## config.mk

```make
export PLATFORM = sky130hd
export DESIGN_NAME = sonar_ping_qualifier_flat
export DESIGN_NICKNAME = d
export VERILOG_FILES = /design/src/rtl/sonar_pkg.sv /design/src/rtl/sonar_ping_qualifier_if.sv /design/src/rtl/sonar_channel_filter.sv /design/src/rtl/sonar_ping_qualifier.sv /design/src/flat_wrapper.sv
export SDC_FILE = /design/constraint.sdc
export NUM_CORES = 1
export LEC_CHECK = 0
export CORE_ASPECT_RATIO = 0.7
export CORE_MARGIN = 1.5
export CORE_UTILIZATION = 39
export CTS_CLUSTER_DIAMETER = 80
export DETAILED_ROUTE_END_ITERATION = 12
export GPL_ROUTABILITY_DRIVEN = 0
export PLACE_DENSITY = 0.55
export SLEW_MARGIN = 20
export SYNTH_ARGS = -nofsm -noshare
export SYNTH_HDL_FRONTEND = slang
export SYNTH_HIERARCHICAL = 1
export SYNTH_SLANG_ARGS = --single-unit
```

## constraint.sdc

```tcl
create_clock -name clk -period 4.6 [get_ports clk]
set_input_delay 0.46 -clock clk [delete_from_list [all_inputs] [get_ports clk]]
set_output_delay 0.46 -clock clk [all_outputs]
set_load 0.02 [all_outputs]
```

## src/rtl/sonar_pkg.sv

```systemverilog
// Shared definitions for the SONAR ping qualifier: channel FSM encoding,
// counter width default and the first-channel index width helper.
package sonar_pkg;

  localparam int CNT_W_DEF = 16;

  localparam logic [1:0] ST_IDLE = 2'd0;
  localparam logic [1:0] ST_QUAL = 2'd1;
  localparam logic [1:0] ST_FIRE = 2'd2;
  localparam logic [1:0] ST_HOLD = 2'd3;

  // Index width that stays at least one bit for a single-channel build.
  function automatic int ch_w(input int n);
    return (n > 1) ? $clog2(n) : 1;
  endfunction

endpackage

```

## src/rtl/sonar_ping_qualifier_if.sv

```systemverilog
// Control/status bundle of the ping qualifier: raw hydrophone inputs and
// controls in, toggle requests, strobe and detection flags out.
interface sonar_ping_qualifier_if
  import sonar_pkg::*;
#(
  parameter int NUM_CH = 4,
  parameter int FCH_W  = ch_w(NUM_CH)
);
  logic [NUM_CH-1:0] hp_in;
  logic              arm;
  logic              clear;
  logic              sample_en;
  logic [NUM_CH-1:0] toggle_req;
  logic [NUM_CH-1:0] detected;
  logic [NUM_CH-1:0] overrun;
  logic              first_valid;
  logic [FCH_W-1:0]  first_ch;

  modport master (
    output hp_in, arm, clear,
    input  sample_en, toggle_req, detected, overrun, first_valid, first_ch
  );

  modport slave (
    input  hp_in, arm, clear,
    output sample_en, toggle_req, detected, overrun, first_valid, first_ch
  );
endinterface

```

## src/rtl/sonar_channel_filter.sv

```systemverilog
// One hydrophone channel: 2-flop synchroniser, rising-edge detect, glitch
// filter / holdoff FSM and the held toggle request with its sticky flags.
module sonar_channel_filter
  import sonar_pkg::*;
#(
  parameter int FILT_CYC    = 8,
  parameter int HOLDOFF_CYC = 1000,
  parameter int CNT_W       = CNT_W_DEF
) (
  input  logic clk,
  input  logic reset,
  input  logic hp,
  input  logic arm,
  input  logic clear,
  input  logic sample_en,
  output logic fire,
  output logic toggle_req,
  output logic detected,
  output logic overrun
);
  localparam logic [CNT_W-1:0] FILT_N = CNT_W'(FILT_CYC);
  localparam logic [CNT_W-1:0] HOLD_N = CNT_W'(HOLDOFF_CYC);
  localparam logic [CNT_W-1:0] ONE    = CNT_W'(1);

  logic             sync1_q, sync1_d, s_q, s_d, s_prev_q, s_prev_d;
  logic [2:0]       vld_pipe_q, vld_pipe_d;
  logic [1:0]       state_q, state_d;
  logic [CNT_W-1:0] cnt_q, cnt_d;
  logic             toggle_q, toggle_d, det_q, det_d, ovr_q, ovr_d;

  always_comb begin
    sync1_d    = hp;
    s_d        = sync1_q;
    s_prev_d   = s_q;
    // Edges are only trusted once the sync pipe has filled after reset, so a
    // level held through reset never looks like a fresh rising edge.
    vld_pipe_d = {vld_pipe_q[1:0], 1'b1};
    state_d    = state_q;
    cnt_d      = cnt_q;
    toggle_d   = toggle_q;
    det_d      = det_q;
    ovr_d      = ovr_q;

    if (sample_en && toggle_q) toggle_d = 1'b0;

    case (state_q)
      ST_IDLE: if (arm && s_q && !s_prev_q && vld_pipe_q[2]) begin
        state_d = ST_QUAL;
        cnt_d   = ONE;
      end
      ST_QUAL: begin
        if (!s_q) begin
          state_d = ST_IDLE;
          cnt_d   = '0;
        end else if (cnt_q == FILT_N) state_d = ST_FIRE;
        else cnt_d = cnt_q + ONE;
      end
      ST_FIRE: begin
        // Set overrides a coincident consumption.
        toggle_d = 1'b1;
        det_d    = 1'b1;
        if (toggle_q) ovr_d = 1'b1;
        cnt_d    = ONE;
        state_d  = ST_HOLD;
      end
      default: begin
        if (cnt_q == HOLD_N) begin
          state_d = ST_IDLE;
          cnt_d   = '0;
        end else cnt_d = cnt_q + ONE;
      end
    endcase

    if (clear) begin
      state_d  = ST_IDLE;
      cnt_d    = '0;
      toggle_d = 1'b0;
      det_d    = 1'b0;
      ovr_d    = 1'b0;
    end
  end

  always_ff @(posedge clk or posedge reset) begin
    if (reset) begin
      sync1_q    <= 1'b0;
      s_q        <= 1'b0;
      s_prev_q   <= 1'b0;
      vld_pipe_q <= '0;
      state_q    <= ST_IDLE;
      cnt_q      <= '0;
      toggle_q   <= 1'b0;
      det_q      <= 1'b0;
      ovr_q      <= 1'b0;
    end else begin
      sync1_q    <= sync1_d;
      s_q        <= s_d;
      s_prev_q   <= s_prev_d;
      vld_pipe_q <= vld_pipe_d;
      state_q    <= state_d;
      cnt_q      <= cnt_d;
      toggle_q   <= toggle_d;
      det_q      <= det_d;
      ovr_q      <= ovr_d;
    end
  end

  assign fire       = (state_q == ST_FIRE);
  assign toggle_req = toggle_q;
  assign detected   = det_q;
  assign overrun    = ovr_q;
endmodule

```

## src/rtl/sonar_ping_qualifier.sv

```systemverilog
// SONAR front end: per-channel ping qualification, the sample_en prescaler
// feeding the downstream toggle flops, and the first-arrival latch.
module sonar_ping_qualifier
  import sonar_pkg::*;
#(
  parameter int NUM_CH      = 4,
  parameter int FILT_CYC    = 8,
  parameter int HOLDOFF_CYC = 1000,
  parameter int PRESCALE    = 50,
  parameter int CNT_W       = CNT_W_DEF
) (
  input logic clk,
  input logic reset,
  sonar_ping_qualifier_if.slave bus
);
  localparam int               FCH_W   = ch_w(NUM_CH);
  localparam logic [CNT_W-1:0] PSC_MAX = CNT_W'(PRESCALE - 1);

  logic [CNT_W-1:0]  psc_q, psc_d;
  logic              sample_en;
  logic [NUM_CH-1:0] fire, toggle_req, detected, overrun;
  logic              first_valid_q, first_valid_d;
  logic [FCH_W-1:0]  first_ch_q, first_ch_d;

  for (genvar g = 0; g < NUM_CH; g++) begin : g_ch
    sonar_channel_filter #(
      .FILT_CYC   (FILT_CYC),
      .HOLDOFF_CYC(HOLDOFF_CYC),
      .CNT_W      (CNT_W)
    ) u_ch (
      .clk       (clk),
      .reset     (reset),
      .hp        (bus.hp_in[g]),
      .arm       (bus.arm),
      .clear     (bus.clear),
      .sample_en (sample_en),
      .fire      (fire[g]),
      .toggle_req(toggle_req[g]),
      .detected  (detected[g]),
      .overrun   (overrun[g])
    );
  end

  assign sample_en = (psc_q == PSC_MAX);

  always_comb begin
    psc_d         = sample_en ? '0 : psc_q + CNT_W'(1);
    first_valid_d = first_valid_q;
    first_ch_d    = first_ch_q;
    // Downward scan so the lowest simultaneously firing channel wins.
    if (!first_valid_q && |fire) begin
      first_valid_d = 1'b1;
      for (int i = NUM_CH - 1; i >= 0; i--)
        if (fire[i]) first_ch_d = FCH_W'(i);
    end
    if (bus.clear) begin
      first_valid_d = 1'b0;
      first_ch_d    = '0;
    end
  end

  always_ff @(posedge clk or posedge reset) begin
    if (reset) begin
      psc_q         <= '0;
      first_valid_q <= 1'b0;
      first_ch_q    <= '0;
    end else begin
      psc_q         <= psc_d;
      first_valid_q <= first_valid_d;
      first_ch_q    <= first_ch_d;
    end
  end

  assign bus.sample_en   = sample_en;
  assign bus.toggle_req  = toggle_req;
  assign bus.detected    = detected;
  assign bus.overrun     = overrun;
  assign bus.first_valid = first_valid_q;
  assign bus.first_ch    = first_ch_q;
endmodule
```

## src/flat_wrapper.sv

```systemverilog
// flat-port wrapper written by rule: the top's interface ports become plain ports
module sonar_ping_qualifier_flat import sonar_pkg::*;
#(
  parameter int NUM_CH      = 4,
  parameter int FILT_CYC    = 8,
  parameter int HOLDOFF_CYC = 1000,
  parameter int PRESCALE    = 50,
  parameter int CNT_W       = CNT_W_DEF
)
  (clk, reset, bus_hp_in, bus_arm, bus_clear, bus_sample_en, bus_toggle_req, bus_detected, bus_overrun, bus_first_valid, bus_first_ch);
  sonar_ping_qualifier_if #(.NUM_CH(NUM_CH)) bus_i ();
  input logic clk;
  input logic reset;
  input wire logic [$bits(bus_i.hp_in)-1:0] bus_hp_in;
  input wire logic [$bits(bus_i.arm)-1:0] bus_arm;
  input wire logic [$bits(bus_i.clear)-1:0] bus_clear;
  output wire logic [$bits(bus_i.sample_en)-1:0] bus_sample_en;
  output wire logic [$bits(bus_i.toggle_req)-1:0] bus_toggle_req;
  output wire logic [$bits(bus_i.detected)-1:0] bus_detected;
  output wire logic [$bits(bus_i.overrun)-1:0] bus_overrun;
  output wire logic [$bits(bus_i.first_valid)-1:0] bus_first_valid;
  output wire logic [$bits(bus_i.first_ch)-1:0] bus_first_ch;
  assign bus_i.hp_in = bus_hp_in;
  assign bus_i.arm = bus_arm;
  assign bus_i.clear = bus_clear;
  assign bus_sample_en = bus_i.sample_en;
  assign bus_toggle_req = bus_i.toggle_req;
  assign bus_detected = bus_i.detected;
  assign bus_overrun = bus_i.overrun;
  assign bus_first_valid = bus_i.first_valid;
  assign bus_first_ch = bus_i.first_ch;
  sonar_ping_qualifier #(.NUM_CH(NUM_CH), .FILT_CYC(FILT_CYC), .HOLDOFF_CYC(HOLDOFF_CYC), .PRESCALE(PRESCALE), .CNT_W(CNT_W)) u_core (.clk(clk), .reset(reset), .bus(bus_i));
endmodule
```

==> impl_metrics.ini, run 1 <==
[global_routing]
first_global_vias = 4667
globalRoute.totalOverflow = 0
grt_max_degree = 29
track_usage_pct = 17.9
grt_pass1_wl_mm = 23.9
antenna_found_initial = 0

[worst_setup_path]
slowest_stage = clkdlybuf4s50_1
arrival_ns = 2.40
required_ns = 4.14
path_max_fanout = 10
crit_type = register to primary output
slowest_delay_ns = 0.69
path_buf_inv = 2
critPathCaptureType = primary output
crit_family = buffers and inverters
crit_path_cell_trace = inv_1 -> ha_1 -> nor3b_1 -> and4_1 -> clkdlybuf4s50_1
start_kind = register

[route]
drt_iter0_markers = 335
post-route-drc-count = 0
wirelength_mm = 14.2
routedWlPerCell_um = 15.5
route.vias.total = 4968
dr.pass1.iters = 5
ant_nets = 0
via_per_inst = 5.45

[clock_tree]
cts_buffer_depth = 2
cts_max_level = 4
clk_pin_slew_worst_paths_ns = 0.06
cts.sinks = 127
post_cts_resized = 0
root_buffer = clkbuf_16
cts_tree = done
cts_inserted_buffers = 17
clkLatencyLatePin_ns = 0.42
cts.hold.buffers_added = 0
postCtsSetupRepairBufs = 0

[synth]
synth_top_area_share_pct = 49.5
synth-seq-cells = 127
synth_cells = 651
yosys-top-cells-area = dfrtp_1 49%, nand3_1 3.9%, nand2_1 3.3%
synth_top_flop_cell = dfrtp_1
syn-cell-area_um2 = 6420
ys_async_sr_fraction_pct = 100
ys_types = 52
synth-edff-count = 0
synth-seq-area-share_pct = 49.5
yosys_warnings = 6
syn_area_per_cell_um2 = 9.87
synth_top_area_cell = dfrtp_1
synth_fp_nets = 669

[final_layout]
insertedDiodeCount = 0
drive_gt1_share_pct = 12.2
utilization_pct = 45.8
final_area_um2 = 7420
mostFrequentLayoutCells = 127 x dfrtp_1, 56 x nand2_1, 50 x nand3_1, 50 x nor2_1, 39 x a21oi_1
fin_cells = 911
area_growth_pct = 15.6
final_nets = 691
final_common_cell = dfrtp_1

[die]
pin_count = 24
die_width_um = 156
start_util_pct = 39.7
dieArea_um2 = 17300
die_height_um = 110
rows = 39
core_um2 = 16200

[power_and_ir_drop]
p_leak_nw = 3.00
power_density_nw_per_um2 = 359
vdd_ir_drop_max_v = 0.000153
total_power_mw = 2.66

[place]
dp.cells = 879
dpl.hpwl_mm = 9.54
dpl_cell_area_um2 = 6820
io_buffers = 23
post-place-ws_ns = 2.06

[sta]
setup_tns_ns = 0
finalHoldViolCount = 0
fmax_mhz = 350
fin_skew_ns = 0.00957
max_slew_margin_pct = 48.2
fin_crit_sh_pct = 62.1
setup_viol = 0
worst_pin_slew_ns = 0.776
rsz0062_at_grt = false
final_max_slew_viol_count = 0
post-route-min-period_ns = 2.86
hold_slack_ns = 0.347
setup_ws_ns = 1.74

[min_path]
min_path_type = register to register

[run]
drv_cap = 0

[run_status]
status = finished clean
## routing by layer
layer  wire length, um  track usage, %  up-vias
li1                  -               -     2415
met1              7240            25.6     2448
met2              6280            26.0       92
met3               462            4.50       13
met4               184            7.14        0
met5                 0               0        -
## kinds of logic after synthesis
kind of cell | share of synthesized area (%)
AND/OR/NAND/NOR | 23.5
adder cells (fa/ha/maj) | 1.95
AO/OA/AOI/OAI | 16.0
XOR/XNOR | 3.41
buffers and inverters | 4.27
other | 0.234
flip-flops | 49.5
multiplexers | 1.25
## power breakdown
part	internal [mW]	leakage [nW]	switching, mW	total [mW]
clock network	0.867	0.290	0.510	1.38
registers	1.14	1.69	0.0209	1.16
logic	0.0412	1.02	0.0846	0.126
total	2.05	3.00	0.616	2.66
## cells in the mapped netlist, types with 5 or more instances
cell	count
nor3_1	23
clkbuf_1	8
buf_2	9
nor4_1	6
o22ai_1	5
nor4_2	7
nand3_1	50
inv_1	37
a21o_1	8
nor2_1	50
nor4b_1	8
a31oi_1	16
or3_1	9
nand2_1	56
nand4_1	18
dfrtp_1	127
xnor2_1	7
a21oi_1	39
ha_1	10
mux2i_1	8
o21ai_0	33
xor2_1	18
## sequential cells by signal (all words and copies together), names as in the netlist, 8 cells and up
| signal | cells |
|---|---|
| u_core/g_ch.u_ch/cnt_q | 64 |
| u_core/psc_q | 16 |
| u_core/g_ch.u_ch/vld_pipe_q | 12 |
| u_core/g_ch.u_ch/state_q | 8 |
## area by class of cell
type | instances | area, um2
Inverter | 41 | 154
Fill cell | 1553 | 8780
Clock buffer | 19 | 443
Clock inverter | 13 | 163
Timing Repair Buffer | 24 | 233
Sequential cell | 127 | 3180
Multi-Input combinational cell | 462 | 2970
Tap cell | 225 | 282
## path summary, 6_finish.rpt
kind	end	startpoint	cells past startpoint	slack, ns
min in group asynchronous	u_core/g_ch[1].u_ch/vld_pipe_q[1]	reset	2	0.64
hold reg to reg	u_core/g_ch[2].u_ch/s_prev_d	u_core/g_ch[2].u_ch/s_d	0	0.35
setup reg to reg	u_core/g_ch[2].u_ch/cnt_q[5]	u_core/g_ch[2].u_ch/state_q[1]	5	2.57
max in group asynchronous	u_core/psc_q[3]	reset	2	3.37
hold / removal	u_core/g_ch[2].u_ch/s_prev_d	u_core/g_ch[2].u_ch/s_d	0	0.35
setup / recovery	bus_sample_en	u_core/psc_q[1]	5	1.74
(Power assumes the default switching activity.)
==> run 2: changes to the inputs <==
--- a/config.mk
+++ b/config.mk
@@ -11,7 +11,7 @@
 export CTS_CLUSTER_DIAMETER = 80
 export DETAILED_ROUTE_END_ITERATION = 12
 export GPL_ROUTABILITY_DRIVEN = 0
-export PLACE_DENSITY = 0.55
+export PLACE_DENSITY = 0.57
 export SLEW_MARGIN = 20
 export SYNTH_ARGS = -nofsm -noshare
 export SYNTH_HDL_FRONTEND = slang
==> constraint.sdc (replaced) <==
create_clock -name clk -period 2.39 [get_ports clk]
set_input_delay 0.239 -clock clk [delete_from_list [all_inputs] [get_ports clk]]
set_output_delay 0.239 -clock clk [all_outputs]
set_load 0.02 [all_outputs]
==> impl_metrics.ini, run 2 (synthesis results as in run 1) <==
[clock_tree]
post_cts_resized = 0
root_buffer = clkbuf_16
cts_buffer_depth = 2
cts_inserted_buffers = 17
cts.sinks = 127
cts_max_level = 4
clkLatencyLatePin_ns = 0.42
cts_tree = done
cts.hold.buffers_added = 0
clk_pin_slew_worst_paths_ns = 0.05
postCtsSetupRepairBufs = 0

[final_layout]
fillerInstances = 1519
multi_input_area_um2 = 2970
seqCellArea_um2 = 3180
reg_top3 = u_core/g_ch.u_ch/cnt_q: 64 flops, u_core/psc_q: 16 flops, u_core/g_ch.u_ch/vld_pipe_q: 12 flops
mostFrequentLayoutCells = 127 x dfrtp_1, 56 x nand2_1, 50 x nand3_1, 50 x nor2_1, 39 x a21oi_1
area_growth_pct = 17.7
insertedDiodeCount = 0
final_nets = 705
regMostFlops = u_core/g_ch.u_ch/cnt_q
final_common_cell = dfrtp_1
drive_gt1_share_pct = 13.4
largest_reg_flops = 64

[power_and_ir_drop]
clockPowerShare_pct = 52.9
p_leak_nw = 3.09
vdd_ir_drop_max_v = 0.000409
total_power_mw = 5.26
power.internal_mw = 4.08
switching_share_pct = 22.5
power.switching_mw = 1.18
comb_power_share_pct = 4.8
p_seq_share_pct = 42.4
power_density_nw_per_um2 = 696

[sta]
fin_crit_sh_pct = 93.7
rsz0062_at_grt = false
hold_slack_ns = 0.138
finalHoldViolCount = 0
final_max_slew_viol_count = 0
post-route-min-period_ns = 2.24
worst_pin_slew_ns = 0.796
fin_skew_ns = 0.00715
max_slew_margin_pct = 46.8
fmax_mhz = 447
setup_tns_ns = 0
setup_viol = 0

[route]
routedWlPerCell_um = 15.1
drt_iter0_markers = 500
dr.pass1.iters = 6
post-route-drc-count = 0
wirelength_mm = 14.0
route.vias.total = 5029
ant_nets = 0
via_per_inst = 5.44

[global_routing]
track_usage_pct = 17.6
grt_max_degree = 28
first_global_vias = 4734
antenna_found_initial = 0
grt_pass1_wl_mm = 23.6
globalRoute.totalOverflow = 0

[worst_setup_path]
cp-startpoint = u_core/psc_q[7]
required_ns = 2.15
critPathCaptureType = primary output
crit_type = register to primary output
r2r_start = u_core/g_ch[1].u_ch/state_q[1]
arrival_ns = 2.00
start_kind = register
path_max_fanout = 7

[run_status]
status = finished clean

[die]
die_width_um = 156
rows = 39
start_util_pct = 39.7
core_um2 = 16200
dieArea_um2 = 17300
pin_count = 24
die_height_um = 110

[place]
dpl.hpwl_mm = 9.55
io_buffers = 23

[run]
drv_cap = 0

[min_path]
min_path_type = input pin to async pin
==> run 2: cell count changes in the layout (fill, tap and decap cells not counted), moves of 2 or more <==
cell / previous run / this run
buf_4: 1 / 15
inv_2: 8 / 4
clkinv_2: 3 / 1
inv_1: 33 / 37
==> run 2: critical path: stages (launching register included) <==
cell and delay [ns]:
dfrtp_1 0.46, and4bb_2 0.33, and4_1 0.20, clkdlybuf4s50_1 0.60
==> run 2: per-stage QoR <==
stage	setup slack, ns	instances	instance area [um2]	utilization (%)
finish	0.151	924	7560	46.7
global route	0.00441	924	7560	46.7
CTS	0.111	924	7560	46.7
detailed placement	0.401	893	6920	42.7
global placement	0.419	893	6920	42.7
floorplan	0.611	651	6420	-
==> run 2: worst paths after layout <==
check                                                     to  slack, ns  cells past startpoint
setup reg to reg                u_core/g_ch[1].u_ch/cnt_q[5]       0.38                      5
min in group clk              u_core/g_ch[3].u_ch/toggle_req       0.23                      2
max in group asynchronous                   u_core/psc_q[14]       1.46                      2
hold / removal             u_core/g_ch[1].u_ch/vld_pipe_q[1]       0.14                      2
setup / recovery                               bus_sample_en       0.15                      3
hold reg to reg                 u_core/g_ch[3].u_ch/s_prev_d       0.35                      0
==> run 2: cell type report <==
type                    count  share of cell area [%]
flip-flops and latches    127                    42.0
clock inverters            12                    2.42
clock buffers              19                    5.99
inverters                  41                    2.04
multi-input cells         462                    39.3
well taps                 225                    3.72
repair buffers             38                    4.47
==> run 2: per-layer routing <==
metal / vias up / GRT usage (%) / routed length (um)
met5: - / 0 / 0
met4: 0 / 5.03 / 118
met3: 8 / 4.89 / 558
met2: 109 / 25.8 / 6120
met1: 2473 / 25.3 / 7180
li1: 2439 / - / -
==> run 2: power groups by stage <==
stage	Combinational (mW)	Sequential, mW	Clock [mW]
floorplan	0.176	2.26	0
global placement	0.249	2.27	0
detailed placement	0.254	2.27	0
CTS	0.255	2.23	2.85
global route	0.287	2.23	2.94
finish	0.251	2.23	2.78
